**src/rtl/instruction_fetch_if.sv**
```systemverilog
// instruction_fetch_if: bundles the instruction-memory bus and the decode
// handshake of the fetch stage.
//   imem_addr / imem_read_en -> memory wrapper, imem_data <- wrapper (same cycle)
//   out_valid / out_instr / out_pc -> decode, out_ready <- decode
// master = fetch stage, slave = memory wrapper + decode side.
interface instruction_fetch_if #(
  parameter int AW        = 8,
  parameter int MEM_WIDTH = 32
);
  logic [AW-1:0]        imem_addr;
  logic                 imem_read_en;
  logic [MEM_WIDTH-1:0] imem_data;
  logic                 out_valid;
  logic                 out_ready;
  logic [MEM_WIDTH-1:0] out_instr;
  logic [AW-1:0]        out_pc;

  modport master (
    output imem_addr, imem_read_en, out_valid, out_instr, out_pc,
    input  imem_data, out_ready
  );

  modport slave (
    input  imem_addr, imem_read_en, out_valid, out_instr, out_pc,
    output imem_data, out_ready
  );
endinterface

```
**src/rtl/instruction_fetch.sv**
```systemverilog
// instruction_fetch: PC register driving a same-cycle instruction memory,
// feeding an in-order FIFO of {pc, instr} toward decode.
//   i_clk         clock, rising edge
//   i_reset_n     synchronous active-low reset
//   i_fetch_en    1 = fetch allowed; 0 = PC frozen, FIFO still drains
//   i_redirect    branch/jump taken: flush FIFO, load i_redirect_pc
//   i_redirect_pc redirect target word address
//   bus           instruction_fetch_if.master (imem bus + decode handshake)
module instruction_fetch #(
  parameter int MEM_WIDTH  = 32,
  parameter int MEM_SIZE   = 256,
  parameter int FIFO_DEPTH = 2,
  parameter int RESET_PC   = 0,
  localparam int AW        = $clog2(MEM_SIZE)
) (
  input  logic          i_clk,
  input  logic          i_reset_n,
  input  logic          i_fetch_en,
  input  logic          i_redirect,
  input  logic [AW-1:0] i_redirect_pc,
  instruction_fetch_if.master bus
);
  localparam int PW = $clog2(FIFO_DEPTH);
  localparam int CW = $clog2(FIFO_DEPTH + 1);

  typedef struct packed {
    logic [AW-1:0]        pc;
    logic [MEM_WIDTH-1:0] instr;
  } entry_t;

  entry_t        r_buf [FIFO_DEPTH];
  logic [AW-1:0] r_pc;
  logic [PW-1:0] r_rd, r_wr;
  logic [CW-1:0] r_cnt;

  logic          w_valid, w_full, w_pop, w_push;
  logic [AW-1:0] w_pc_nxt;
  entry_t        w_head;

  assign w_valid = (r_cnt != '0);
  assign w_full  = (r_cnt == CW'(FIFO_DEPTH));
  // Redirect kills both sides: the head seen this cycle is discarded, not consumed.
  assign w_pop   = w_valid & bus.out_ready & ~i_redirect;
  // A full FIFO still accepts a push when the head leaves in the same cycle.
  assign w_push  = i_fetch_en & ~i_redirect & (~w_full | w_pop);
  // Explicit wrap so non-power-of-two memory depths also roll over to 0.
  assign w_pc_nxt = (r_pc == AW'(MEM_SIZE - 1)) ? '0 : r_pc + 1'b1;

  always_ff @(posedge i_clk) begin
    if (!i_reset_n) begin
      r_pc  <= AW'(RESET_PC);
      r_rd  <= '0;
      r_wr  <= '0;
      r_cnt <= '0;
    end else if (i_redirect) begin
      r_pc  <= i_redirect_pc;
      r_rd  <= '0;
      r_wr  <= '0;
      r_cnt <= '0;
    end else begin
      if (w_push) begin
        r_pc <= w_pc_nxt;
        r_wr <= r_wr + 1'b1;
      end
      if (w_pop) r_rd <= r_rd + 1'b1;
      r_cnt <= r_cnt + CW'(w_push) - CW'(w_pop);
    end
  end

  // Storage needs no reset: outputs are masked while the FIFO is empty.
  always_ff @(posedge i_clk) begin
    if (i_reset_n && w_push) r_buf[r_wr] <= '{pc: r_pc, instr: bus.imem_data};
  end

  assign w_head           = r_buf[r_rd];
  assign bus.imem_addr    = r_pc;
  assign bus.imem_read_en = w_push;
  assign bus.out_valid    = w_valid;
  assign bus.out_instr    = w_valid ? w_head.instr : '0;
  assign bus.out_pc       = w_valid ? w_head.pc    : '0;
endmodule

```
**src/flat_wrapper.sv**
```systemverilog
// flat-port wrapper written by rule: the top's interface ports become plain ports
module instruction_fetch_flat 
#(
  parameter int MEM_WIDTH  = 32,
  parameter int MEM_SIZE   = 256,
  parameter int FIFO_DEPTH = 2,
  parameter int RESET_PC   = 0,
  localparam int AW        = $clog2(MEM_SIZE)
)
  (i_clk, i_reset_n, i_fetch_en, i_redirect, i_redirect_pc, bus_imem_addr, bus_imem_read_en, bus_out_valid, bus_out_instr, bus_out_pc, bus_imem_data, bus_out_ready);
  instruction_fetch_if #(.AW(8), .MEM_WIDTH(MEM_WIDTH)) bus_i ();
  input  logic i_clk;
  input  logic i_reset_n;
  input  logic i_fetch_en;
  input  logic i_redirect;
  input  logic [AW-1:0] i_redirect_pc;
  output wire logic [$bits(bus_i.imem_addr)-1:0] bus_imem_addr;
  output wire logic [$bits(bus_i.imem_read_en)-1:0] bus_imem_read_en;
  output wire logic [$bits(bus_i.out_valid)-1:0] bus_out_valid;
  output wire logic [$bits(bus_i.out_instr)-1:0] bus_out_instr;
  output wire logic [$bits(bus_i.out_pc)-1:0] bus_out_pc;
  input wire logic [$bits(bus_i.imem_data)-1:0] bus_imem_data;
  input wire logic [$bits(bus_i.out_ready)-1:0] bus_out_ready;
  assign bus_imem_addr = bus_i.imem_addr;
  assign bus_imem_read_en = bus_i.imem_read_en;
  assign bus_out_valid = bus_i.out_valid;
  assign bus_out_instr = bus_i.out_instr;
  assign bus_out_pc = bus_i.out_pc;
  assign bus_i.imem_data = bus_imem_data;
  assign bus_i.out_ready = bus_out_ready;
  instruction_fetch #(.MEM_WIDTH(MEM_WIDTH), .MEM_SIZE(MEM_SIZE), .FIFO_DEPTH(FIFO_DEPTH), .RESET_PC(RESET_PC)) u_core (.i_clk(i_clk), .i_reset_n(i_reset_n), .i_fetch_en(i_fetch_en), .i_redirect(i_redirect), .i_redirect_pc(i_redirect_pc), .bus(bus_i));
endmodule
```
**config.mk**
```make
export PLATFORM = sky130hd
export DESIGN_NAME = instruction_fetch_flat
export DESIGN_NICKNAME = d
export VERILOG_FILES = /design/src/rtl/instruction_fetch_if.sv /design/src/rtl/instruction_fetch.sv /design/src/flat_wrapper.sv
export SDC_FILE = /design/constraint.sdc
export NUM_CORES = 1
export LEC_CHECK = 0
export CAP_MARGIN = 20
export CORE_ASPECT_RATIO = 1.5
export CORE_MARGIN = 2
export CORE_UTILIZATION = 38
export CTS_CLUSTER_SIZE = 30
export DETAILED_ROUTE_END_ITERATION = 12
export SLEW_MARGIN = 20
export SYNTH_ARGS = -nofsm -noshare
export SYNTH_HDL_FRONTEND = slang
export SYNTH_SLANG_ARGS = --single-unit
```
**constraint.sdc**
```tcl
create_clock -name i_clk -period 5.7 [get_ports i_clk]
set_input_delay 1.71 -clock i_clk [delete_from_list [all_inputs] [get_ports i_clk]]
set_output_delay 1.71 -clock i_clk [all_outputs]
set_load 0.01 [all_outputs]
```
Yosys cells after proc, flatten, opt, wreduce, memory -nomap -nowiden

Memories as Yosys holds them, arrays and structs flattened. A register that Yosys moved wholly into a read port is not among the register bits.
Cells that the tools add are included.

Add/subtract/negate cells: 5
Equality and inequality tests: 2
Multiplexer cells: 9
Bitwise gates (word level): 8
Reduce and logical (&&, ||, !) cells: 4

Operators with widths:

| operator                                    | count |
|---|---|
| two-way mux 32 bit                          | 1 |
| two-way mux 8 bit                           | 4 |
| adder 8 x 1 -> 8 bit, second input constant | 1 |
| equality test 8 bit, second input constant  | 1 |
| AND 1 bit                                   | 4 |
| two-way mux 1 bit                           | 4 |
| nonzero test 2 bit                          | 2 |
| NOT 1 bit                                   | 3 |
| adder 1 bit, second input constant          | 2 |
| adder 2 x 1 -> 2 bit                        | 1 |
| equality test 2 bit, second input constant  | 1 |
| OR reduction 2 bit                          | 1 |
| subtractor 2 x 1 -> 2 bit                   | 1 |
| logical AND 1 bit                           | 1 |
| OR 1 bit                                    | 1 |

Register bits: 12
Bits in writable memories: 80
Bits of input ports: 45
Output and inout bits: 50
Word-level logic and storage cells: 33
Memories: 1

Memory list:

| memory       | words | bits a word | rd ports | clocked after memory_dff | write ports | line                    | text |
|---|---|---|---|---|---|---|---|
| u_core.r_buf | 2     | 40          | 1        | 1                        | 1           | instruction_fetch.sv:31 | `entry_t r_buf [FIFO_DEPTH];` |

Logic depth before layout (Yosys ltp)

Word-level depth: 8
Depth in mapped cells: 8
Mapped depth without buffers: 7

Least setup slack after synthesis

No wires, ideal clock.

Path kind: input to register
Start: input port i_fetch_en
End: memory u_core.r_buf[0][0] in the netlist's numbering (enable)
Library setup time: 0.437 ns
Arrival: 4.062 ns
Data required time: 5.263 ns
Path slack: 1.200 ns
Stages: 5
Buffers on the path: 2
Cell sequence: clkbuf_1 and3_4 buf_6 nand2_1 nor2_1

Word-level cells in the longest chain between the ends: 5

RTL lines:

| element                                 | line                    | text |
|---|---|---|
| from (decl)                             | flat_wrapper.sv:14      | `input logic i_fetch_en;` |
| AND 1 bit (2 in series)                 | instruction_fetch.sv:45 | `assign w_push = i_fetch_en & ~i_redirect & (~w_full \| w_pop);` |
| net bus_imem_read_en                    | flat_wrapper.sv:18      | `output wire logic [$bits(bus_i.imem_read_en)-1:0] bus_imem_read_en;` |
| logical AND 1 bit                       | instruction_fetch.sv:72 | `if (i_reset_n && w_push) r_buf[r_wr] <= '{pc: r_pc, instr: bus.imem_data};` |
| two-way mux 1 bit                       | instruction_fetch.sv:72 |  |
| two-way mux 1 bit (not written as such) | instruction_fetch.sv:72 |  |
| to (decl)                               | instruction_fetch.sv:31 |  |

The timed path passes the listed nets, and every way through them passes these cells.

Final worst setup path

Start: input port bus_out_ready
End: output port bus_imem_read_en

Word-level cells in the longest chain between the ends: 4

RTL lines:

| element                 | line                    | text |
|---|---|---|
| from (decl)             | flat_wrapper.sv:23      | `input wire logic [$bits(bus_i.out_ready)-1:0] bus_out_ready;` |
| AND 1 bit (2 in series) | instruction_fetch.sv:43 | `assign w_pop = w_valid & bus.out_ready & ~i_redirect;` |
| OR 1 bit                | instruction_fetch.sv:45 |  |
| AND 1 bit               | instruction_fetch.sv:45 |  |
| to (decl)               | flat_wrapper.sv:18      |  |

Every way passes these cells.

==> metrics.log <==
[metrics] H-tree depth: 3
[metrics] total nets after synthesis: 305
[metrics] standard-cell row count: 44
[metrics] CP max stage cell: clkdlybuf4s50_1
[metrics] Sum Neg Setup Slack: 0 ns
[metrics] Residual DRC: 0
[metrics] Synth warnings: 0
[metrics] crit path from: bus_out_ready
[metrics] number of different library cells in the post-synthesis netlist: 30
[metrics] crit path max fanout: 7
[metrics] floorplan die area: 0.0106 mm²
[metrics] count of cells along the worst register-to-register path: 5
[metrics] half-perimeter wire length after detailed placement: 4.92 mm
[metrics] vias post-DR: 2340
[metrics] run status: finished, final reports clean
[metrics] die height: 125 µm
[metrics] total global routing track utilization: 14.4%
[metrics] largest stage delay on the critical path: 0.49 ns
[metrics] maximum number of pins on one net before global-route repair: 42
[metrics] Yosys top cell area share: 64.7%
[metrics] share of layout cells above drive strength 1: 6.98%
[metrics] critical path start-end classification: input port to primary output
[metrics] start of the worst register-to-register path: u_core.r_cnt[0]$_SDFF_PP0_
[metrics] final hold violations: 0
[metrics] First DRT Iteration DRCs: 149
[metrics] Syn Inst Count: 258
[metrics] critical path launch point type: input port
[metrics] DIE WIDTH: 84.7 µm
[metrics] worst setup slack for register-to-register paths: 3.37 ns
[metrics] termination of the worst setup path: bus_imem_read_en
[metrics] power density relative to cell area: 288 mW/mm²
[metrics] placed standard-cell area: 0.00478 mm²
[metrics] clk slew on worst S/H paths: 0.06 ns
[metrics] Critical R2R Capture: u_core.r_buf[0][25]$_DFFE_PP_
[metrics] number of antenna violations at the first check in global routing: 0
[metrics] Static Leak: 1.65 nW
[metrics] time the worst path needs with I/O delays and setup: 5.03 ns
[metrics] arrival time reported for the critical path endpoint: 3.32 ns
[metrics] Total Nets Final: 400
[metrics] Highest Clock Rate: 0.199 GHz
[metrics] largest buffer count on any clock path: 2
[metrics] TritonCTS clock tree: yes
[metrics] residual overflow from global routing: 0
[metrics] vias in the first global route: 2393
[metrics] unrepaired setup endpoints after global routing: no
[metrics] maximum resistive drop on vdd: 0.000171 V
[metrics] final design instance area without fill: 0.00508 mm²
[metrics] CTS Buf Count: 9
[metrics] # Max-Cap Violations: 0
[metrics] I/O pin count: 95
[metrics] ranking of synthesized cells by area: edfxtp_1, mux2i_1, dfxtp_1
[metrics] number of instances resized during post-cts repair: 0
[metrics] required time of the worst setup path: 3.99 ns
[metrics] area added between synthesis and finish: 36.8%
[metrics] worst path cell trace: clkdlybuf4s50_1 > or3b_4 > and3_4 > clkdlybuf4s50_1
[metrics] part of the cycle the worst path needs: 88.2%
[metrics] max-slew headroom at the worst pin: 33.6%
[metrics] detail-routed net length per standard cell: 15.6 µm
[metrics] Antenna Violating Nets Remaining: 0
[metrics] Slew @ Worst Pin: 0.993 ns
[metrics] drt total wl: 7.40 mm
[metrics] endpoint kind of the worst setup timing path: primary output
[metrics] number of antenna repair diodes: 0
[metrics] weighted congestion reported at the end of routability-driven placement: 0.838
[metrics] wire length of the first global-routing pass: 11.7 mm
[metrics] library cell occupying the most area in the post-synthesis netlist: edfxtp_1
[metrics] sequential-to-total area share from yosys stat: 71.7%
[metrics] final-report setup violation count: 0
[metrics] Crit path buffers/inverters: 2
[metrics] Post-CTS Repair Setup Buffers: 0
[metrics] worst min-delay path category: flop to flop
[metrics] largest delay contributor family on the critical path: buffers and inverters
[metrics] Cell Area, Synth: 0.00371 mm²
[metrics] clk root buf: clkbuf_16
[metrics] Initial DRT Pass Iterations: 4
[metrics] flip-flop and latch count after synthesis: 93
[metrics] number of cells on the critical path: 4
[metrics] detailed-route vias per instance: 4.95
[metrics] Post-Syn Area per Cell: 14.4 µm²
[metrics] placeable core region: 0.00958 mm²
[metrics] pins over their slew limit: 0
[metrics] clock sink count: 93
[metrics] initial cell density of the core: 38.8%
[metrics] CP most frequent cell: clkdlybuf4s50_1
[metrics] post-route clock skew: 0.00596 ns
[metrics] clock insertion delay at the later pin of the skew report: 0.33 ns
[metrics] Port Buf Inserts: 94
[metrics] hold buffers post-CTS: 0
[sequential cells by signal, indices dropped and copies added, names as in the netlist, named ones only]
signal                cells
u_core.bus.imem_addr      8
u_core.r_buf             80
u_core.r_cnt              2
u_core.r_rd               1
u_core.r_wr               1
[routing by layer]
layer  vias to the layer above  wire (µm)  global-route usage [%]
li1                       1132          -                       -
met2                        66       4090                    25.9
met1                      1128       2840                    15.7
met3                        14        286                    2.44
met5                         -          0                       0
met4                         0        195                    8.03
[synthesized netlist by cell type]
cell type	count
edfxtp_1	80
nor2_1	48
mux2i_1	41
dfxtp_1	13
o21ai_0	9
clkbuf_1	8
a21oi_1	6
nand2_1	6
nand3_1	6
xor2_1	5
and3_1	4
buf_2	4
a31oi_1	3
inv_1	3
xnor2_1	3
and2_1	2
ha_1	2
nand4_1	2
or3_1	2
and3_4	1
buf_6	1
nand2_2	1
nand3_2	1
nor3_1	1
o2111a_1	1
o22ai_1	1
o31ai_1	1
or2b_1	1
or3b_1	1
or3b_4	1
[cell type report]
class | count | area, µm²
Fill cell | 862 | 4500
Sequential cell | 93 | 2660
Multi-Input combinational cell | 149 | 996
Timing Repair Buffer | 97 | 963
Clock buffer | 13 | 260
Tap cell | 115 | 144
Clock inverter | 3 | 45.0
Inverter | 3 | 11.3
[worst min path at each step]
stage          slack (ns)                     start  cells after the start    to
2_1_floorplan        0.47  u_core.r_rd$_SDFFE_PP0P_                      2  flop
3_3_place_gp         0.49  u_core.r_rd$_SDFFE_PP0P_                      2  flop
3_5_place_dp         0.49  u_core.r_rd$_SDFFE_PP0P_                      2  flop
4_1_cts              0.51  u_core.r_rd$_SDFFE_PP0P_                      2  flop
5_1_grt              0.53  u_core.r_rd$_SDFFE_PP0P_                      2  flop
6_report             0.51  u_core.r_rd$_SDFFE_PP0P_                      2  flop
[power by group]
part / total, W / leakage [nW] / switching, W / internal (W)
logic: 0.000107 / 0.677 / 0.0000458 / 0.0000613
registers: 0.000767 / 0.835 / 0.0000113 / 0.000756
clock network: 0.000590 / 0.142 / 0.000226 / 0.000364
[layout by cell type, fill, tap and decap left out, types with 3 or more instances in the layout]
cell type and instances:
inv_1 3, nand3_1 6, nor2_1 46, a21oi_1 6
and3_1 3, nand2_1 6, xor2_1 5, edfxtp_1 80
clkbuf_16 9, a31oi_1 3, mux2i_1 41, buf_4 3
xnor2_1 3, o21ai_0 9, dfxtp_1 12, clkdlybuf4s50_1 94
[cells by family after synthesis]
logic type / after synthesis / share of synthesized area (%)
DFF: 93 / 71.7
and+or+nand+nor: 77 / 9.57
muxes: 41 / 11.0
AOI/OAI and AO/OA: 21 / 3.20
buffers and inverters: 16 / 1.95
xor gates and xnor gates: 8 / 1.89
adders and majority gates: 2 / 0.674
[worst reg2reg max path, stage by stage (launching register included)]
cell and delay, ns:
dfxtp_1 0.46, or3b_4 0.20, and3_4 0.23, nand2_1 0.10
nor2_4 0.65, buf_4 0.38
[per-stage QoR]
step,hold slack (ns),utilization [%],setup WS [ns],instances,power (W)
after detailed placement,0.492,49.9,0.676,457,0.000890
after CTS,0.506,53.1,0.670,473,0.00148
after global routing,0.532,53.1,0.613,473,0.00152
final,0.505,53.1,0.673,473,0.00146
after floorplan,0.472,-,1.20,258,0.000820
after global placement,0.492,49.9,0.689,457,0.000887
Note: power is estimated with default switching activity, not from simulation.
